[src/rtl/alu_sequencer_if.sv]
// Bundles the instruction handshake and the ALU operand/result bus of alu_sequencer.
// master: instruction source plus external ALU; slave: the sequencer itself.
interface alu_sequencer_if #(
    parameter int DATA_W = 4,
    parameter int AW     = 2
);
    logic              valid;
    logic              ready;
    logic [2:0]        op;
    logic [AW-1:0]     rd;
    logic [AW-1:0]     rs;
    logic [AW-1:0]     rt;
    logic              imm_en;
    logic [DATA_W-1:0] imm;
    logic [2:0]        control;
    logic [DATA_W-1:0] a;
    logic [DATA_W-1:0] b;
    logic [DATA_W-1:0] result;
    logic              zero;

    modport master (
        output valid, op, rd, rs, rt, imm_en, imm, result, zero,
        input  ready, control, a, b
    );

    modport slave (
        input  valid, op, rd, rs, rt, imm_en, imm, result, zero,
        output ready, control, a, b
    );
endinterface

[src/rtl/alu_sequencer.sv]
// Three-cycle instruction sequencer: reads a small register file, drives an external
// combinational ALU for one cycle, then writes the result back.
module alu_sequencer #(
    parameter int DATA_W = 4,
    parameter int NREG   = 4,
    parameter int AW     = 2
) (
    input  logic              clk,
    input  logic              rst_n,
    alu_sequencer_if.slave    io_bus,
    output logic              o_done,
    output logic [DATA_W-1:0] o_done_result,
    output logic              o_zero_flag,
    input  logic [AW-1:0]     i_dbg_addr,
    output logic [DATA_W-1:0] o_dbg_data
);
    typedef enum logic [1:0] {
        S_IDLE = 2'd0,
        S_EXEC = 2'd1,
        S_WB   = 2'd2
    } state_t;

    state_t            r_state;
    state_t            w_next;
    logic [DATA_W-1:0] r_regs [NREG];
    logic [2:0]        r_ctrl;
    logic [DATA_W-1:0] r_a;
    logic [DATA_W-1:0] r_b;
    logic [AW-1:0]     r_rd;
    logic [DATA_W-1:0] r_res;
    logic              r_zero_cap;
    logic              r_zero_flag;
    logic [DATA_W-1:0] w_opa;
    logic [DATA_W-1:0] w_opb;

    // r0 is forced to zero on every read path, independent of array contents
    always_comb begin
        w_opa      = (io_bus.rs == '0) ? '0 : r_regs[io_bus.rs];
        w_opb      = io_bus.imm_en ? io_bus.imm
                   : ((io_bus.rt == '0) ? '0 : r_regs[io_bus.rt]);
        o_dbg_data = (i_dbg_addr == '0) ? '0 : r_regs[i_dbg_addr];
    end

    always_comb begin
        w_next       = r_state;
        io_bus.ready = 1'b0;
        o_done       = 1'b0;
        case (r_state)
            S_IDLE: begin
                io_bus.ready = 1'b1;
                if (io_bus.valid) w_next = S_EXEC;
            end
            S_EXEC: w_next = S_WB;
            S_WB: begin
                o_done = 1'b1;
                w_next = S_IDLE;
            end
            default: w_next = S_IDLE;
        endcase
    end

    always_ff @(posedge clk) begin
        if (!rst_n) begin
            r_state     <= S_IDLE;
            for (int i = 0; i < NREG; i++) r_regs[i] <= '0;
            r_ctrl      <= '0;
            r_a         <= '0;
            r_b         <= '0;
            r_rd        <= '0;
            r_res       <= '0;
            r_zero_cap  <= 1'b0;
            r_zero_flag <= 1'b0;
        end else begin
            r_state <= w_next;
            case (r_state)
                // operand latches double as the registered ALU drive and hold afterwards
                S_IDLE: begin
                    if (io_bus.valid) begin
                        r_ctrl <= io_bus.op;
                        r_a    <= w_opa;
                        r_b    <= w_opb;
                        r_rd   <= io_bus.rd;
                    end
                end
                S_EXEC: begin
                    r_res      <= io_bus.result;
                    r_zero_cap <= io_bus.zero;
                end
                S_WB: begin
                    if (r_rd != '0) r_regs[r_rd] <= r_res;
                    r_zero_flag <= r_zero_cap;
                end
                default: ;
            endcase
        end
    end

    assign io_bus.control = r_ctrl;
    assign io_bus.a       = r_a;
    assign io_bus.b       = r_b;
    assign o_done_result  = r_res;
    assign o_zero_flag    = r_zero_flag;
endmodule
[src/flat_wrapper.sv]
// flat-port wrapper written by rule: the top's interface ports become plain ports
module alu_sequencer_flat 
#(
    parameter int DATA_W = 4,
    parameter int NREG   = 4,
    parameter int AW     = 2
)
  (clk, rst_n, o_done, o_done_result, o_zero_flag, i_dbg_addr, o_dbg_data, io_bus_valid, io_bus_op, io_bus_rd, io_bus_rs, io_bus_rt, io_bus_imm_en, io_bus_imm, io_bus_result, io_bus_zero, io_bus_ready, io_bus_control, io_bus_a, io_bus_b);
  alu_sequencer_if #(.DATA_W(DATA_W), .AW(AW)) io_bus_i ();
  input  logic clk;
  input  logic rst_n;
  output logic o_done;
  output logic [DATA_W-1:0] o_done_result;
  output logic o_zero_flag;
  input  logic [AW-1:0] i_dbg_addr;
  output logic [DATA_W-1:0] o_dbg_data;
  input wire logic [$bits(io_bus_i.valid)-1:0] io_bus_valid;
  input wire logic [$bits(io_bus_i.op)-1:0] io_bus_op;
  input wire logic [$bits(io_bus_i.rd)-1:0] io_bus_rd;
  input wire logic [$bits(io_bus_i.rs)-1:0] io_bus_rs;
  input wire logic [$bits(io_bus_i.rt)-1:0] io_bus_rt;
  input wire logic [$bits(io_bus_i.imm_en)-1:0] io_bus_imm_en;
  input wire logic [$bits(io_bus_i.imm)-1:0] io_bus_imm;
  input wire logic [$bits(io_bus_i.result)-1:0] io_bus_result;
  input wire logic [$bits(io_bus_i.zero)-1:0] io_bus_zero;
  output wire logic [$bits(io_bus_i.ready)-1:0] io_bus_ready;
  output wire logic [$bits(io_bus_i.control)-1:0] io_bus_control;
  output wire logic [$bits(io_bus_i.a)-1:0] io_bus_a;
  output wire logic [$bits(io_bus_i.b)-1:0] io_bus_b;
  assign io_bus_i.valid = io_bus_valid;
  assign io_bus_i.op = io_bus_op;
  assign io_bus_i.rd = io_bus_rd;
  assign io_bus_i.rs = io_bus_rs;
  assign io_bus_i.rt = io_bus_rt;
  assign io_bus_i.imm_en = io_bus_imm_en;
  assign io_bus_i.imm = io_bus_imm;
  assign io_bus_i.result = io_bus_result;
  assign io_bus_i.zero = io_bus_zero;
  assign io_bus_ready = io_bus_i.ready;
  assign io_bus_control = io_bus_i.control;
  assign io_bus_a = io_bus_i.a;
  assign io_bus_b = io_bus_i.b;
  alu_sequencer #(.DATA_W(DATA_W), .NREG(NREG), .AW(AW)) u_core (.clk(clk), .rst_n(rst_n), .io_bus(io_bus_i), .o_done(o_done), .o_done_result(o_done_result), .o_zero_flag(o_zero_flag), .i_dbg_addr(i_dbg_addr), .o_dbg_data(o_dbg_data));
endmodule
[config.mk]
export PLATFORM = sky130hd
export DESIGN_NAME = alu_sequencer_flat
export DESIGN_NICKNAME = d
export VERILOG_FILES = /design/src/rtl/alu_sequencer_if.sv /design/src/rtl/alu_sequencer.sv /design/src/flat_wrapper.sv
export SDC_FILE = /design/constraint.sdc
export NUM_CORES = 1
export LEC_CHECK = 0
export ABC_CLOCK_PERIOD_IN_PS = 2300
export BUFFER_PORTS_ARGS = -buffer_cell sky130_fd_sc_hd__buf_2
export CAP_MARGIN = 10
export CORE_ASPECT_RATIO = 0.5
export CORE_MARGIN = 10
export CORE_UTILIZATION = 53
export DETAILED_ROUTE_END_ITERATION = 16
export HOLD_SLACK_MARGIN = 0.06
export PLACE_DENSITY = 0.82
export SLEW_MARGIN = 15
export SYNTH_ARGS = -nofsm -noshare
export SYNTH_HDL_FRONTEND = slang
export SYNTH_SLANG_ARGS = --single-unit
[constraint.sdc]
create_clock -name clk -period 2.3 [get_ports clk]
set_clock_uncertainty 0.05 [all_clocks]
set_input_delay 0.46 -clock clk [delete_from_list [all_inputs] [get_ports clk]]
set_output_delay 0.46 -clock clk [all_outputs]
set_load 0.03 [all_outputs]
==> qor.yml, run 1 <==
run_status:
  status: "complete, no violations"
timing:
  fin_crit_sh: 0.838
  slew_headroom: 0.570
  hold_viol: 0
  fin_tns_setup_ns: 0
  rsz0062_at_grt: "no"
  final_max_slew_viol_count: 0
  fin_ws_ns: 0.374
  fmax_ghz: 0.519
  tightest_slew_ns: 0.639
  finalSetupViolations: 0
  period_minus_slack_ns: 1.93
worst_hold_path:
  hold_path_depth: 3
  worstHoldStart: "io_bus_rd[0]"
  hp-class: "primary input to register"
  min_to: "u_core.r_rd[0]$_SDFFE_PN0P_"
critical_path:
  timing.rr.start: "u_core.r_state[1]$_SDFFE_PN0P_"
  crit_fanout: 3
  path_class: "register to primary output"
  end_kind: "primary output"
  max_stage_delay_ns: 0.44
  r2r_slack_ns: 0.65
  rr_endpoint: "u_core.r_regs[1][0]$_SDFFCE_PN0P_"
  cp_top_family: "flip-flops"
  cp_slowest_cell: "edfxtp_1"
  start_kind: "register"
  arrival_ns: 1.42
  crit_buf_inv: 1
  cp.required_ns: 1.79
  path_cells: "mux2_2, a22o_1, buf_2"
  r2r_cells: 3
yosys:
  netlist_instances: 142
  yosys_most_used_dff: "dfxtp_1"
  avgSynthCellArea_sq_um: 10.5
  synth_warnings: 0
  synth_area_sq_um: 1490
  synth_cell_type_count: 25
  synth-edff-count: 12
  synth_fp_nets: 166
  synthArstFlopShare: 0
  synth_seq_cells: 33
  yosysSeqAreaShare: 0.524
cells_and_area:
  area_delta_synth_final_pct: 22.3
  stdcell_area_sq_um: 1820
  layout-drive-gt1-share: 0.335
  nets: 214
  nFillCells: 217
  antennaDiodeCount: 0
clock_tree:
  numClockSinks: 33
  root_buffer: "clkbuf_8"
  h-tree-depth: 2
  cts.repair.resized: 0
  cts_buffer_depth: 2
  postCtsSetupBuffers: 0
  cts_buffers: 5
  cts_tree: "built"
  clkTransAtPathRegs_ns: 0.06
  worstSkewPairLatency_ns: 0.28
  cts_hold_buf: 0
placement:
  postPlaceCellArea_sq_um: 1740
  dpl_worst_slack_ns: 0.445
  dp_hpwl_microns: 2970
  place.gp.congestion: 0.761
  portBuffers: 45
floorplanning:
  dieArea_sq_um: 5460
  rows: 13
  initial_utilization: 0.566
  die_y_microns: 57.5
  die-width_microns: 95.0
  num_io_pins: 46
  core-area_sq_um: 2640
route:
  detail_route.vias_per_cell: 5.44
  drt-total-wl_microns: 3750
  first_pass_iters: 4
  drc: 0
  wl_per_cell_microns: 16.5
  vias: 1240
  ant_nets: 0
  drt_iter0_drc: 48
power_and_ir_drop:
  cellLeakagePower_nw: 0.821
  power-per-cell-area_nw_per_um2: 697
  peakVddDrop_v: 0.000316
global_route:
  grt_max_degree: 14
  grt_pass1_vias: 1281
  grt_pass1_wl_microns: 6110
  track_usage: 0.143
  grt_antenna_before_repair: 0
  grt_overflow: 0
flow_run:
  max_cap_viol_count: 0
-- flip-flops by register name, summed over array words and instances, names as in the netlist --
register	flops
u_core.io_bus.b	4
u_core.io_bus.control	3
u_core.r_rd	2
u_core.io_bus.a	4
u_core.r_regs	12
u_core.r_state	2
u_core.o_zero_flag	1
u_core.r_zero_cap	1
u_core.o_done_result	4
-- cells by family (layout without fill, tap and decap cells) --
logic type	after synthesis	in the layout	synth area share
buffers and inverters	7	56	0.0244
AND/OR/NAND/NOR	52	52	0.185
AO/OA/AOI/OAI	33	33	0.143
flip-flops	33	33	0.524
multiplexers	17	17	0.124
-- cell usage in the layout, fill, tap and decap left out --
cell type / instances
nor2_1: 15
a222oi_1: 3
edfxtp_1: 12
a221oi_1: 4
nand3b_1: 1
or3b_4: 1
clkinv_2: 2
a22o_1: 4
a22oi_1: 1
nor2b_1: 3
o21ai_0: 8
nand2_1: 13
clkbuf_8: 5
clkbuf_1: 1
mux2_2: 8
buf_2: 45
inv_1: 2
buf_4: 1
mux2i_1: 5
nor3b_2: 2
nand2b_1: 4
dfxtp_1: 21
mux2_1: 4
a21oi_1: 11
o21ai_1: 2
and2_1: 12
nor3b_1: 1
-- stage by stage --
| step | hold WS, ns | power [mW] | util | instances |
|---|---|---|---|---|
| after floorplan | 0.382 | 0.802 | - | 142 |
| after global placement | 0.390 | 0.868 | 0.660 | 220 |
| after detailed placement | 0.393 | 0.876 | 0.660 | 220 |
| after CTS | 0.358 | 1.28 | 0.692 | 228 |
| after global routing | 0.365 | 1.32 | 0.692 | 228 |
| final | 0.365 | 1.27 | 0.692 | 228 |
-- cell usage after synthesis, types with 3 or more instances --
master	number	area, sq um
mux2_1	4	45.0
a21oi_1	11	55.1
mux2i_1	5	50.1
a222oi_1	3	30.0
a22o_1	4	35.0
mux2_2	8	90.1
nand2_1	13	48.8
dfxtp_1	21	420
and2_1	12	75.1
edfxtp_1	12	360
nand2b_1	4	25.0
nor2_1	15	56.3
a221oi_1	4	35.0
o21ai_0	8	40.0
nor2b_1	3	18.8
-- layer usage --
metal,wire length [microns],vias up,global-route usage
li1,-,608,-
met1,1550,570,0.154
met2,1750,53,0.242
met3,356,9,0.0508
met4,89,0,0.0763
met5,0,-,0
-- tightest hold or removal path, stage by stage --
cell	delay [ns]
buf_2	0.10
nand2_1	0.04
a21oi_1	0.05
-- how the worst max path moves through the flow --
stage	cells past startpoint	slack, ns	end	from
after floorplan	2	0.69	o_dbg_data[0]	i_dbg_addr[1]
after global placement	4	0.49	o_dbg_data[0]	i_dbg_addr[1]
after detailed placement	4	0.44	o_dbg_data[0]	i_dbg_addr[1]
after CTS	3	0.38	o_dbg_data[0]	u_core.r_regs[3][0]$_DFFE_PP_
after global routing	3	0.34	o_dbg_data[0]	u_core.r_regs[3][0]$_DFFE_PP_
final	3	0.37	o_dbg_data[0]	u_core.r_regs[1][0]$_SDFFCE_PN0P_
-- area by class of cell --
class,instances,area [sq um],share of cell area
Timing Repair Buffer,46,233,0.128
Clock inverter,2,10.0,0.00549
Tap cell,37,46.3,0.0254
Inverter,2,7.51,0.00412
Sequential cell,33,781,0.428
Multi-Input combinational cell,102,673,0.369
Clock buffer,6,72.6,0.0398
-- report_power, final --
part	internal (mW)	switching, mW
Sequential	0.636	0.0252
Combinational	0.0766	0.126
Clock	0.209	0.198
No activity file was read; power rests on OpenSTA's default activity.
==> run 2: changes to the inputs <==
--- a/config.mk
+++ b/config.mk
@@ -5,15 +5,15 @@
 export SDC_FILE = /design/constraint.sdc
 export NUM_CORES = 1
 export LEC_CHECK = 0
-export ABC_CLOCK_PERIOD_IN_PS = 2300
+export ABC_CLOCK_PERIOD_IN_PS = 1780
 export BUFFER_PORTS_ARGS = -buffer_cell sky130_fd_sc_hd__buf_2
 export CAP_MARGIN = 10
 export CORE_ASPECT_RATIO = 0.5
 export CORE_MARGIN = 10
-export CORE_UTILIZATION = 53
+export CORE_UTILIZATION = 49
 export DETAILED_ROUTE_END_ITERATION = 16
 export HOLD_SLACK_MARGIN = 0.06
-export PLACE_DENSITY = 0.82
+export PLACE_DENSITY = 0.77
 export SLEW_MARGIN = 15
 export SYNTH_ARGS = -nofsm -noshare
 export SYNTH_HDL_FRONTEND = slang
==> constraint.sdc (replaced) <==
create_clock -name clk -period 1.78 [get_ports clk]
set_clock_uncertainty 0.05 [all_clocks]
set_input_delay 0.356 -clock clk [delete_from_list [all_inputs] [get_ports clk]]
set_output_delay 0.356 -clock clk [all_outputs]
set_load 0.03 [all_outputs]
==> run 2 against run 1 <==
  * Utilization is 5.0 points lower
  * Combinational power is 34% higher
  * Sequential share of layout area is 1.7 points lower
  * Sequential cell count stayed put
==> qor.yml, run 2 (synthesized netlist as in run 1, its figures left out) <==
timing:
  slew_headroom: 0.628  # +0.0587
  finalSetupViolations: 0  # unchanged
  fin_crit_sh: 0.972
  fmax_ghz: 0.578
  fin_tns_setup_ns: 0  # unchanged
  hold_viol: 0  # unchanged
  final_max_slew_viol_count: 0  # unchanged
  tightest_slew_ns: 0.552  # -0.0871 ns
  period_minus_slack_ns: 1.73
critical_path:
  cp.required_ns: 1.37  # -0.42 ns
  max_stage_delay_ns: 0.42  # -0.02 ns
  path_cells: "mux2_2, a22o_1, buf_2"
  crit_fanout: 3  # unchanged
  cp_slowest_cell: "edfxtp_1"
  end_kind: "primary output"
  arrival_ns: 1.32  # -0.10 ns
  path_class: "register to primary output"
  start_kind: "register"
  crit_buf_inv: 1  # unchanged
  cp_top_family: "flip-flops"
cells_and_area:
  layout-drive-gt1-share: 0.354  # +0.0185
  top_register: "u_core.r_regs"
  area_delta_synth_final_pct: 27.5
  nets: 221  # +3.3%
  antennaDiodeCount: 0  # unchanged
  final_common_cell: "buf_2"
  final_cell_count_no_fill: 238  # +4.4%
  postLayoutCoreUtil: 0.642  # -0.0502
  mostFrequentLayoutCells: "43 x buf_2, 21 x dfxtp_1, 15 x nor2_1"
  largest_register_ff_count: 12  # unchanged
placement:
  place.gp.congestion: 0.805  # +5.7%
  dp.cells: 225  # +2.3%
  portBuffers: 45  # unchanged
  dp_hpwl_microns: 2640  # -11%
clock_tree:
  clkTransAtPathRegs_ns: 0.06  # about the same
  cts_buffer_depth: 2  # unchanged
  worstSkewPairLatency_ns: 0.28  # about the same
  cts_hold_buf: 0  # unchanged
  cts_tree: "built"
  numClockSinks: 33  # unchanged
  cts_buffers: 5  # unchanged
  h-tree-depth: 2  # unchanged
  root_buffer: "clkbuf_8"
floorplanning:
  core-area_sq_um: 2960  # +12%
  dieArea_sq_um: 5780  # +5.8%
  initial_utilization: 0.503  # -0.0621
  die-width_microns: 98.0  # +3.2%
  die_y_microns: 59.0  # +2.6%
  num_io_pins: 46  # unchanged
  rows: 14  # +1
route:
  drt-total-wl_microns: 3390  # -9.6%
  vias: 1203  # -3.0%
  met3_length_microns: 328  # -7.9%
  wl_met1_microns: 1570  # +1.4%
  drt_iter0_drc: 54  # +13%
  detail_route.vias_per_cell: 5.05  # -7.1%
  route.met2.wl_microns: 1450  # -17%
  ant_nets: 0  # unchanged
  first_pass_iters: 4  # unchanged
  drc: 0  # unchanged
  maxUsedRoutingLayer: "met4"
  wl_per_cell_microns: 14.3  # -13%
power_and_ir_drop:
  power-per-cell-area_nw_per_um2: 885  # +27%
  peakVddDrop_v: 0.000347  # +9.9%
  power_switching_mw: 0.434  # +25%
  clkPwrFrac: 0.333  # +0.013
  power.share.sequential: 0.506  # -0.014
  cellLeakagePower_nw: 0.862  # +4.9%
  switching_share: 0.258  # -0.0161
  p_int_mw: 1.25  # +35%
  power_frac_comb: 0.161  # +0.002
worst_hold_path:
  hp-class: "primary input to register"
global_route:
  grt_overflow: 0  # unchanged
  track_usage: 0.118  # -0.0249
  grt_pass1_vias: 1181  # -7.8%
  grt_pass1_wl_microns: 5580  # -8.7%
  grt_max_degree: 17  # +3
  grt_antenna_before_repair: 0  # unchanged
flow_run:
  max_cap_viol_count: 0  # unchanged
run_status:
  status: "complete, no violations"
-- run 2: cell count changes in the layout (fill, tap and decap cells not counted) --
cell	before	now
clkbuf_8	5	6
clkinv_2	2	0
buf_4	1	9
mux2_4	0	1
clkbuf_1	1	2
mux2_2	8	7
buf_6	0	1
buf_2	45	43
-- run 2: timing repair --
item / CTS / global route
endpoints found under the setup margin: 1 / 3
gates resized for setup: 0 / 6
setup buffers: 2 / 3
hold endpoints to repair: 0 / 0
pin swaps: 0 / 0
-- run 2: final timing paths --
kind | slack [ns] | from | cells past startpoint | to
max reg2reg | 0.20 | u_core.r_state[1]$_SDFFE_PN0P_ | 3 | u_core.r_regs[1][3]$_SDFFCE_PN0P_
min reg2reg | 0.40 | u_core.io_bus.control[0]$_SDFFE_PN0P_ | 2 | u_core.io_bus.control[0]$_SDFFE_PN0P_
min | 0.26 | io_bus_op[0] | 3 | u_core.io_bus.control[0]$_SDFFE_PN0P_
max | 0.05 | u_core.r_regs[3][2]$_DFFE_PP_ | 3 | o_dbg_data[2]
-- run 2: worst register-to-register path, stage by stage, from the launching register on --
cell      delay (ns)
dfxtp_1         0.43
nand3b_1        0.15
nor3b_1         0.40
nand2b_1        0.25
-- run 2: power by group through the flow --
stage / registers (mW) / logic, mW / clock network [mW]
after floorplan: 0.908 / 0.129 / 0
after global placement: 0.866 / 0.258 / 0
after detailed placement: 0.867 / 0.263 / 0
after CTS: 0.850 / 0.266 / 0.570
after global routing: 0.855 / 0.296 / 0.607
final: 0.850 / 0.271 / 0.559
-- run 2: layer usage --
metal	track usage	up-vias
met4	0.0597	0
met5	0	-
li1	-	623
met2	0.181	40
met3	0.0559	4
met1	0.136	536
-- run 2: cell type report --
cell class / count / area [sq um]
clock buffer: 8 / 90.1
inverter: 2 / 7.51
sequential: 33 / 781
tap: 40 / 50.0
multi-input combinational: 102 / 677
fill: 242 / 1060
timing repair buffer: 53 / 294
-- run 2: metrics by stage --
stage	power (mW)	hold WS (ns)	setup WS, ns	instance area, sq um
final	1.68	0.262	0.0495	1900
after global routing	1.76	0.254	-0.00791	1900
after CTS	1.69	0.257	0.0191	1860
after detailed placement	1.13	0.395	0.145	1760
after global placement	1.12	0.390	0.172	1760
after floorplan	1.04	0.382	0.375	1490
